`src/rtl/updown_mod_counter.sv`:
```
// One mod-(MAX+1) digit with up/down, clamped parallel load and wrap/saturate mode.
// BORROW/CARRY are combinational so a chained digit ticks on the same clock edge.
module updown_mod_counter #(
    parameter int unsigned WIDTH            = 4,
    parameter bit          SATURATE_DEFAULT = 1'b0
) (
    input  logic             CLK,
    input  logic             CLR,
    input  logic             CE,
    input  logic             TICK,
    input  logic             DIR,
    input  logic             LOAD,
    input  logic [WIDTH-1:0] LOAD_VALUE,
    input  logic [WIDTH-1:0] MAX,
    input  logic             SAT_SET,
    input  logic             SAT_IN,
    output logic [WIDTH-1:0] COUNT,
    output logic             BORROW,
    output logic             CARRY,
    output logic             AT_ZERO,
    output logic             AT_MAX,
    output logic             SAT_MODE
);

    logic [WIDTH-1:0] count_q, count_d;
    logic             use_max_q, use_max_d;
    logic             sat_q, sat_d;
    logic             wrap_en;

    // Reset value is the runtime MAX input, so instead of an asynchronous load
    // the digit presents MAX until the first clock edge captures it.
    assign COUNT    = use_max_q ? MAX : count_q;
    assign AT_ZERO  = (COUNT == '0);
    assign AT_MAX   = (COUNT == MAX);
    assign SAT_MODE = sat_q;

    assign wrap_en = ~CLR & CE & TICK & ~LOAD & ~sat_q;
    assign BORROW  = wrap_en & ~DIR & AT_ZERO;
    assign CARRY   = wrap_en & DIR & AT_MAX;

    always_comb begin
        count_d   = COUNT;
        use_max_d = 1'b0;
        sat_d     = sat_q;
        if (CE) begin
            if (SAT_SET) begin
                sat_d = SAT_IN;
            end
            if (LOAD) begin
                count_d = (LOAD_VALUE > MAX) ? MAX : LOAD_VALUE;
            end else if (TICK) begin
                if (COUNT > MAX) begin
                    count_d = MAX;
                end else if (DIR) begin
                    if (AT_MAX) begin
                        count_d = sat_q ? MAX : '0;
                    end else begin
                        count_d = COUNT + WIDTH'(1);
                    end
                end else begin
                    if (AT_ZERO) begin
                        count_d = sat_q ? '0 : MAX;
                    end else begin
                        count_d = COUNT - WIDTH'(1);
                    end
                end
            end
        end
    end

    always_ff @(posedge CLK or posedge CLR) begin
        if (CLR) begin
            count_q   <= '0;
            use_max_q <= 1'b1;
            sat_q     <= SATURATE_DEFAULT;
        end else begin
            count_q   <= count_d;
            use_max_q <= use_max_d;
            sat_q     <= sat_d;
        end
    end

endmodule

```
`config.mk`:
```
export PLATFORM = sky130hd
export DESIGN_NAME = updown_mod_counter
export DESIGN_NICKNAME = d
export VERILOG_FILES = /design/src/rtl/updown_mod_counter.sv
export SDC_FILE = /design/constraint.sdc
export NUM_CORES = 1
export LEC_CHECK = 0
export BUFFER_PORTS_ARGS = -buffer_cell sky130_fd_sc_hd__buf_2
export CAP_MARGIN = 20
export CORE_UTILIZATION = 55
export DETAILED_ROUTE_END_ITERATION = 10
export PLACE_DENSITY = 0.84
export SLEW_MARGIN = 20
export SYNTH_ARGS = -nofsm -noshare
export SYNTH_HDL_FRONTEND = slang
export SYNTH_SLANG_ARGS = --single-unit
```
`constraint.sdc`:
```
create_clock -name CLK -period 4.83 [get_ports CLK]
set_input_delay 0.2415 -clock CLK [delete_from_list [all_inputs] [get_ports CLK]]
set_output_delay 0.2415 -clock CLK [all_outputs]
set_load 0.03 [all_outputs]
```
==> results of run 1 <==
[area by class of cell]
class,count,area (sq um),share of cell area
Clock buffer,4,26.3,0.0254
Inverter,12,47.5,0.0459
Multi-Input combinational cell,82,659,0.637
Sequential cell,6,151,0.146
Tap cell,16,20.0,0.0193
Timing Repair Buffer,25,130,0.126
[layout by cell type, fill, tap and decap left out, types with 2 or more instances in the layout]
cell      count
nor3_1        2
dfrtp_1       5
mux2i_2       2
a21oi_1       6
a32o_1        3
o21ai_0       5
nand4_1       3
nor2_1        7
mux2i_1       3
inv_2         3
mux2i_4       2
inv_1         8
ha_1         10
nand3_1       7
nor4_1        4
nor2b_1       2
o211ai_1      2
clkbuf_4      3
buf_2        24
nand2_1       4
a31oi_1       3
mux2_2        2
[through the flow]
| stage | power, mW | setup WS, ns | cells |
|---|---|---|---|
| 2_1_floorplan | 0.171 | 1.40 | 103 |
| 3_3_place_gp | 0.205 | 2.03 | 140 |
| 3_5_place_dp | 0.207 | 2.04 | 140 |
| 4_1_cts | 0.266 | 1.75 | 145 |
| 5_1_grt | 0.285 | 1.54 | 145 |
| 6_report | 0.266 | 1.73 | 145 |
[power by group through the flow]
stage	combinational, mW	clock, mW	sequential [mW]
after floorplan	0.103	0	0.0677
after global placement	0.137	0	0.0681
after detailed placement	0.139	0	0.0682
after CTS	0.141	0.0577	0.0674
after global routing	0.157	0.0602	0.0683
final	0.142	0.0562	0.0674
[critical path, cell delays in order, from the launching register on]
cell	delay [ns]
dfstp_2	0.66
mux2i_2	0.47
ha_1	0.32
nor4b_2	0.30
nor2_1	0.12
or3_1	0.34
nor3_1	0.17
buf_2	0.22
[flip-flops by register name, indices dropped and copies added (netlist names)]
signal     count
SAT_MODE       1
count_q        4
use_max_q      1
[worst max path at each step]
stage | from | endpoint | cells past startpoint
finish | use_max_q$_DFF_PP1_ | BORROW | 7
detailed placement | use_max_q$_DFF_PP1_ | BORROW | 7
global route | use_max_q$_DFF_PP1_ | BORROW | 7
floorplan | use_max_q$_DFF_PP1_ | CARRY | 8
global placement | use_max_q$_DFF_PP1_ | BORROW | 7
CTS | use_max_q$_DFF_PP1_ | BORROW | 7
[cells by family after synthesis]
kind of cell    share of synthesized area
other cells                       0.00428
fa+ha+maj                           0.143
compound gates                      0.233
buf+inv                            0.0756
flops                               0.173
mux                                 0.143
xor+xnor                          0.00999
simple gates                        0.220
[timing repair]
| action | in CTS | in global routing |
|---|---|---|
| endpoints found under the hold margin | 5 | 0 |
| hold buffers | 1 | 0 |
| gates resized for setup | 0 | 0 |
[per-layer routing]
| layer | track usage | wire length [um] |
|---|---|---|
| met5 | 0 | 0 |
| met4 | 0.0839 | 47 |
| met3 | 0.0652 | 175 |
| met2 | 0.497 | 1060 |
| met1 | 0.360 | 982 |
==> implementation parameters, run 1 <==
Parameter                              Value

Pwr
  Clk network pwr share ... 0.211
  Net Sw Frac ... 0.451
  Max rail drop VDD ... 0.252 mV
  Proportion of power drawn by combinational gates ... 0.536
  Cell internal power dissipation ... 0.146 mW
  Share of total power in sequential cells ... 0.253
  Areal power density over the cells ... roughly 260 mW/mm^2
  Leakage component of the power ... 0.472 nW
  Power dissipated by switching net loads ... 0.120 mW

Global route
  Maximum number of pins on one net before global-route repair ... 12
  Leftover overflow at the end of global routing ... 0
  Initial antenna violation count ... 0
  First-pass GRT wire length ... 3880 um
  Via count of the first global-routing pass ... 878
  Global-route total usage across every layer ... 0.289

Worst setup path
  Required time of the critical path ... 4.59 ns
  CP Launch Type ... register
  Type of element capturing the critical path ... output port
  Worst Path Max Fanout ... 6
  Path depth of the worst reg2reg path ... 8
  Arrival time at the worst endpoint ... 2.86 ns
  Reg-to-reg critical path startpoint ... use_max_q$_DFF_PP1_
  Reg2Reg Capture Point ... count_q[3]$_DFF_PP0_
  Start-to-end type of the worst setup path ... reg2out
  Worst-case register-to-register setup slack ... 2.11 ns

STA
  Final critical path time including I/O delays and setup ... 3.10 ns
  Setup repair after global routing missed its margin ... false
  Crit share post-route ... 0.642
  Final Max Slew Viols ... 0
  Number of failing setup endpoints in the final timing report ... 0
  Hold Violations, Final ... 0
  Setup TNS Final ... 0 ns
  Setup skew after layout ... 0.0113 ns
  Min Hold Slack ... 0.216 ns
  Fmax ... 0.322 GHz

Finish
  P&R area growth vs syn ... 18.0%
  Finished Core Util ... 0.695
  Layout fillers ... ~120
  Antenna diode instance count ... 0
  Final nets ... 156
  Finished layout cell area ... 0.00103 sq mm
  Ratio of cells with drive above 1 in the final layout ... 0.318

Detailed routing
  Routed wirelength normalized by instance count ... about 16 um
  DR vias/cell ... 6.52
  Count of routing violations after the opening detailed-route iteration ... 71
  TritonRoute pass-1 iters ... 5
  Wire length reported by the detailed router ... 2270 um
  Number of vias after detailed routing ... 945
  Post-route ant nets ... 0
  Number of design rule violations left after detail routing ... 0

Worst hold path
  Hold path start ... SAT_IN
  Hold-critical path endpoint ... SAT_MODE$_DFFE_PP0P_
  Class of the worst hold path ... in2reg
  Worst Hold Path Cells ... 2

Clock tree
  H-tree depth reported by CTS ... 1
  Clock network latency to the later pin of the worst-skew pair ... 0.27 ns
  Bufs on Longest Clock Path ... 2
  CTS tree ... yes
  Clk Tree Root Cell ... clkbuf_4
  Clock-pin transition on the worst setup and hold timing paths ... 0.05 ns
  TritonCTS Sinks ... 6
  Number of clock buffers inserted by TritonCTS ... 3
  Post-CTS setup buffers ... 0

Place
  Area of placed instances ... 998 sq um
  Detail Placement HPWL ... roughly 1800 um
  # port buffers ... 24
  GP Congestion ... 0.921

Floorplan
  Height of the die ... 41.9 um
  Area enclosed by the die boundary ... 0.00176 sq mm
  Starting utilization of the core area ... 0.589
  Core area ... 0.00149 sq mm
  Row cnt ... 14
  Die X-Extent ... approximately 42 um
  Number of primary I/O pins ... 25

Status
  Run status ... finished, final reports clean

Synthesis
  Synthesis warning total ... 0
  Leading cell types by count after synthesis ... ha_1 (10), inv_1 (8), nand3_1 (7), nor2_1 (7), a21oi_1 (6)
  Async SR Flop Fraction ... 1.00
  Unique cell type count in the Yosys netlist ... 39
  Portion of the post-synthesis area used by sequential elements ... 0.173
  Post-synth top flop ... dfrtp_1
  Dominant cell by count in the synthesized netlist ... ha_1
  Top cells by area, synth ... dfrtp_1 (14%), ha_1 (14%), mux2i_4 (5.1%)
  Mean instance size in the synthesized netlist ... 8.52 sq um
  Post-synth EDFFs ... 0
  Post-synthesis cell area ... 877 sq um
  Total of flip-flops plus latches after synthesis ... 6
  Gate Count Post-Synth ... 103
  Area share of the leading cell type in the synthesized netlist ... 0.143
  Most area-hungry cell type in the Yosys netlist ... dfrtp_1
  Net Count, Synth ... 129

Flow run
  Reported max-cap violation count ... 0
Note: power is estimated with default switching activity, not from simulation.
==> run 2: changes to the inputs <==
--- a/config.mk
+++ b/config.mk
@@ -7,9 +7,9 @@
 export LEC_CHECK = 0
 export BUFFER_PORTS_ARGS = -buffer_cell sky130_fd_sc_hd__buf_2
 export CAP_MARGIN = 20
-export CORE_UTILIZATION = 55
+export CORE_UTILIZATION = 51
 export DETAILED_ROUTE_END_ITERATION = 10
-export PLACE_DENSITY = 0.84
+export PLACE_DENSITY = 0.79
 export SLEW_MARGIN = 20
 export SYNTH_ARGS = -nofsm -noshare
 export SYNTH_HDL_FRONTEND = slang
==> constraint.sdc (replaced) <==
create_clock -name CLK -period 2.96 [get_ports CLK]
set_input_delay 0.148 -clock CLK [delete_from_list [all_inputs] [get_ports CLK]]
set_output_delay 0.148 -clock CLK [all_outputs]
set_load 0.03 [all_outputs]
==> run 2 against run 1 <==
The run now ends with design-rule violations left. Wire length grew 1.9%. Register-to-register slack worse by 1.8 ns. Via count up 1.8%. Sequential share of layout area shrank 0.87 points. Die area up 7.5%. Critical path type unchanged.
==> implementation parameters, run 2 (synthesis results as in run 1) <==
Parameter                              Value

Status
  Run status ... complete, but fails checks
  Violated checks ... design-rule violations

Detailed routing
  Count of routing violations after the opening detailed-route iteration ... 46 (-35%)
  Number of design rule violations left after detail routing ... 4 (+4)
  TritonRoute pass-1 iters ... 7 (+2)
  Number of vias after detailed routing ... 962 (+1.8%)
  DR vias/cell ... 6.46 (-0.93%)
  Wire length reported by the detailed router ... 2310 um (+1.9%)
  Routed wirelength normalized by instance count ... 15.5 um (-0.80%)
  Post-route ant nets ... 0 (unchanged)

Worst hold path
  Hold path start ... SAT_IN
  Hold-critical path endpoint ... SAT_MODE$_DFFE_PP0P_
  Class of the worst hold path ... in2reg
  Worst Hold Path Cells ... 2 (unchanged)

Global route
  Via count of the first global-routing pass ... 880 (+0.23%)
  Leftover overflow at the end of global routing ... 0 (unchanged)
  Global-route total usage across every layer ... 0.275 (-0.0143)
  Maximum number of pins on one net before global-route repair ... 12 (unchanged)
  First-pass GRT wire length ... 3910 um (+0.90%)
  Initial antenna violation count ... 0 (unchanged)

Worst setup path
  Required time of the critical path ... 2.81 ns (-1.78 ns)
  CP Launch Type ... register
  Start-to-end type of the worst setup path ... reg2out
  Worst-case register-to-register setup slack ... 0.34 ns (-1.77 ns)
  Path depth of the worst reg2reg path ... 8 (unchanged)
  Reg-to-reg critical path startpoint ... use_max_q$_DFF_PP1_
  Reg2Reg Capture Point ... count_q[0]$_DFF_PP0_
  Worst Path Max Fanout ... 8 (+2)
  Type of element capturing the critical path ... output port
  Arrival time at the worst endpoint ... 2.67 ns (-0.19 ns)

Floorplan
  Die X-Extent ... 43.5 um (+3.7%)
  Row cnt ... 14 (unchanged)
  Number of primary I/O pins ... 25 (unchanged)
  Core area ... 0.00156 sq mm (+4.7%)
  Area enclosed by the die boundary ... 0.00189 sq mm (+7.5%)
  Height of the die ... 43.5 um (+3.7%)
  Starting utilization of the core area ... 0.563 (-0.0265)

Place
  GP Congestion ... 0.952 (+3.3%)
  Detail Placement HPWL ... 1860 um (+1.7%)
  # port buffers ... 24 (unchanged)

Finish
  Final nets ... 160 (+2.6%)
  P&R area growth vs syn ... 25.4%
  Layout fillers ... 123 (+1.7%)
  Commonest cells after routing, fill and taps aside ... buf_2 (24), ha_1 (9), inv_1 (8)
  Max reg flops ... 4 (unchanged)
  Antenna diode instance count ... 0 (unchanged)
  Finished Core Util ... 0.705 (+0.0105)
  Ratio of cells with drive above 1 in the final layout ... 0.353 (+0.0356)
  Most common cell after layout, fill and taps aside ... buf_2
  Top register by number of flip-flops ... count_q

Clock tree
  TritonCTS Sinks ... 6 (unchanged)
  Bufs on Longest Clock Path ... 2 (unchanged)
  Clk Tree Root Cell ... clkbuf_4
  Number of clock buffers inserted by TritonCTS ... 3 (unchanged)
  Clock-pin transition on the worst setup and hold timing paths ... 0.06 ns (about the same)
  Clock network latency to the later pin of the worst-skew pair ... 0.25 ns (-0.02 ns)
  H-tree depth reported by CTS ... 1 (unchanged)
  CTS tree ... yes

Pwr
  Leakage component of the power ... 0.498 nW (+5.5%)
  Areal power density over the cells ... 408 mW/mm^2 (+59%)
  Max rail drop VDD ... 0.231 mV (-8.3%)

STA
  Setup repair after global routing missed its margin ... false
  Crit share post-route ... 0.953
  Final Max Slew Viols ... 0 (unchanged)
  Hold Violations, Final ... 0 (unchanged)
  Fmax ... 0.355 GHz
  Min Hold Slack ... 0.151 ns (-0.0652 ns)
  Final critical path time including I/O delays and setup ... between 2 and 3 ns
  Number of failing setup endpoints in the final timing report ... 0 (unchanged)
  Setup TNS Final ... 0 ns (unchanged)
  Setup skew after layout ... 0.0115 ns (+0.000167 ns)

Flow run
  Reported max-cap violation count ... 0 (unchanged)
run 2: cell count changes in the layout (fill, tap and decap cells not counted):
cell	delta
ha_1	-1
nor4b_4	+1
mux2i_2	-1
nor4b_2	-1
nor4_1	-1
ha_2	+1
nor4_4	+1
mux2i_4	+1
buf_4	+4
run 2: worst max-delay path: stages (launching register included):
cell     delay (ns)
dfstp_2        0.70
mux2i_4        0.30
inv_2          0.10
ha_1           0.32
and4_1         0.40
nand2_1        0.17
nor4_4         0.21
buf_2          0.23
run 2: metrics by stage:
| step | instances | setup WS, ns | instance area [sq um] | power (mW) |
|---|---|---|---|---|
| final | 149 | 0.140 | 1100 | 0.449 |
| after global routing | 149 | 0.00668 | 1100 | 0.480 |
| after CTS | 149 | 0.0532 | 1080 | 0.440 |
| after detailed placement | 144 | 0.343 | 1040 | 0.353 |
| after global placement | 144 | 0.315 | 1040 | 0.349 |
| after floorplan | 103 | 0.0770 | 892 | 0.280 |
run 2: worst max path at each step:
stage / from / end / slack, ns / cells after the start
after floorplan: use_max_q$_DFF_PP1_ / CARRY / 0.08 / 8
after global placement: use_max_q$_DFF_PP1_ / count_q[3]$_DFF_PP0_ / 0.32 / 8
after detailed placement: use_max_q$_DFF_PP1_ / BORROW / 0.34 / 7
after CTS: use_max_q$_DFF_PP1_ / BORROW / 0.05 / 7
after global routing: use_max_q$_DFF_PP1_ / BORROW / 0.007 / 7
final: use_max_q$_DFF_PP1_ / CARRY / 0.14 / 7
run 2: timing repair:
| action | CTS | global route |
|---|---|---|
| gates resized for setup | 0 | 3 |
| endpoints found under the setup margin | 0 | 1 |
| hold buffers | 1 | 0 |
| hold endpoints to repair | 5 | 0 |
| buffers inserted | 0 | 0 |
run 2: layout make-up:
| class | instances | area, sq um | share of cell area |
|---|---|---|---|
| Tap cell | 16 | 20.0 | 0.0182 |
| Multi-Input combinational cell | 82 | 694 | 0.631 |
| Timing Repair Buffer | 29 | 160 | 0.146 |
| Clock buffer | 4 | 26.3 | 0.0239 |
| Sequential cell | 6 | 151 | 0.138 |
| Inverter | 12 | 47.5 | 0.0432 |
run 2: routing by layer:
layer	global-route usage	wire length (um)
met1	0.382	963
met2	0.436	1080
met3	0.0333	229
met4	0.106	41
met5	0	0
run 2: power breakdown:
group / internal (mW) / switching, mW
Sequential: 0.0955 / 0.0177
Combinational: 0.104 / 0.146
Clock: 0.0514 / 0.0343
Total: 0.251 / 0.198
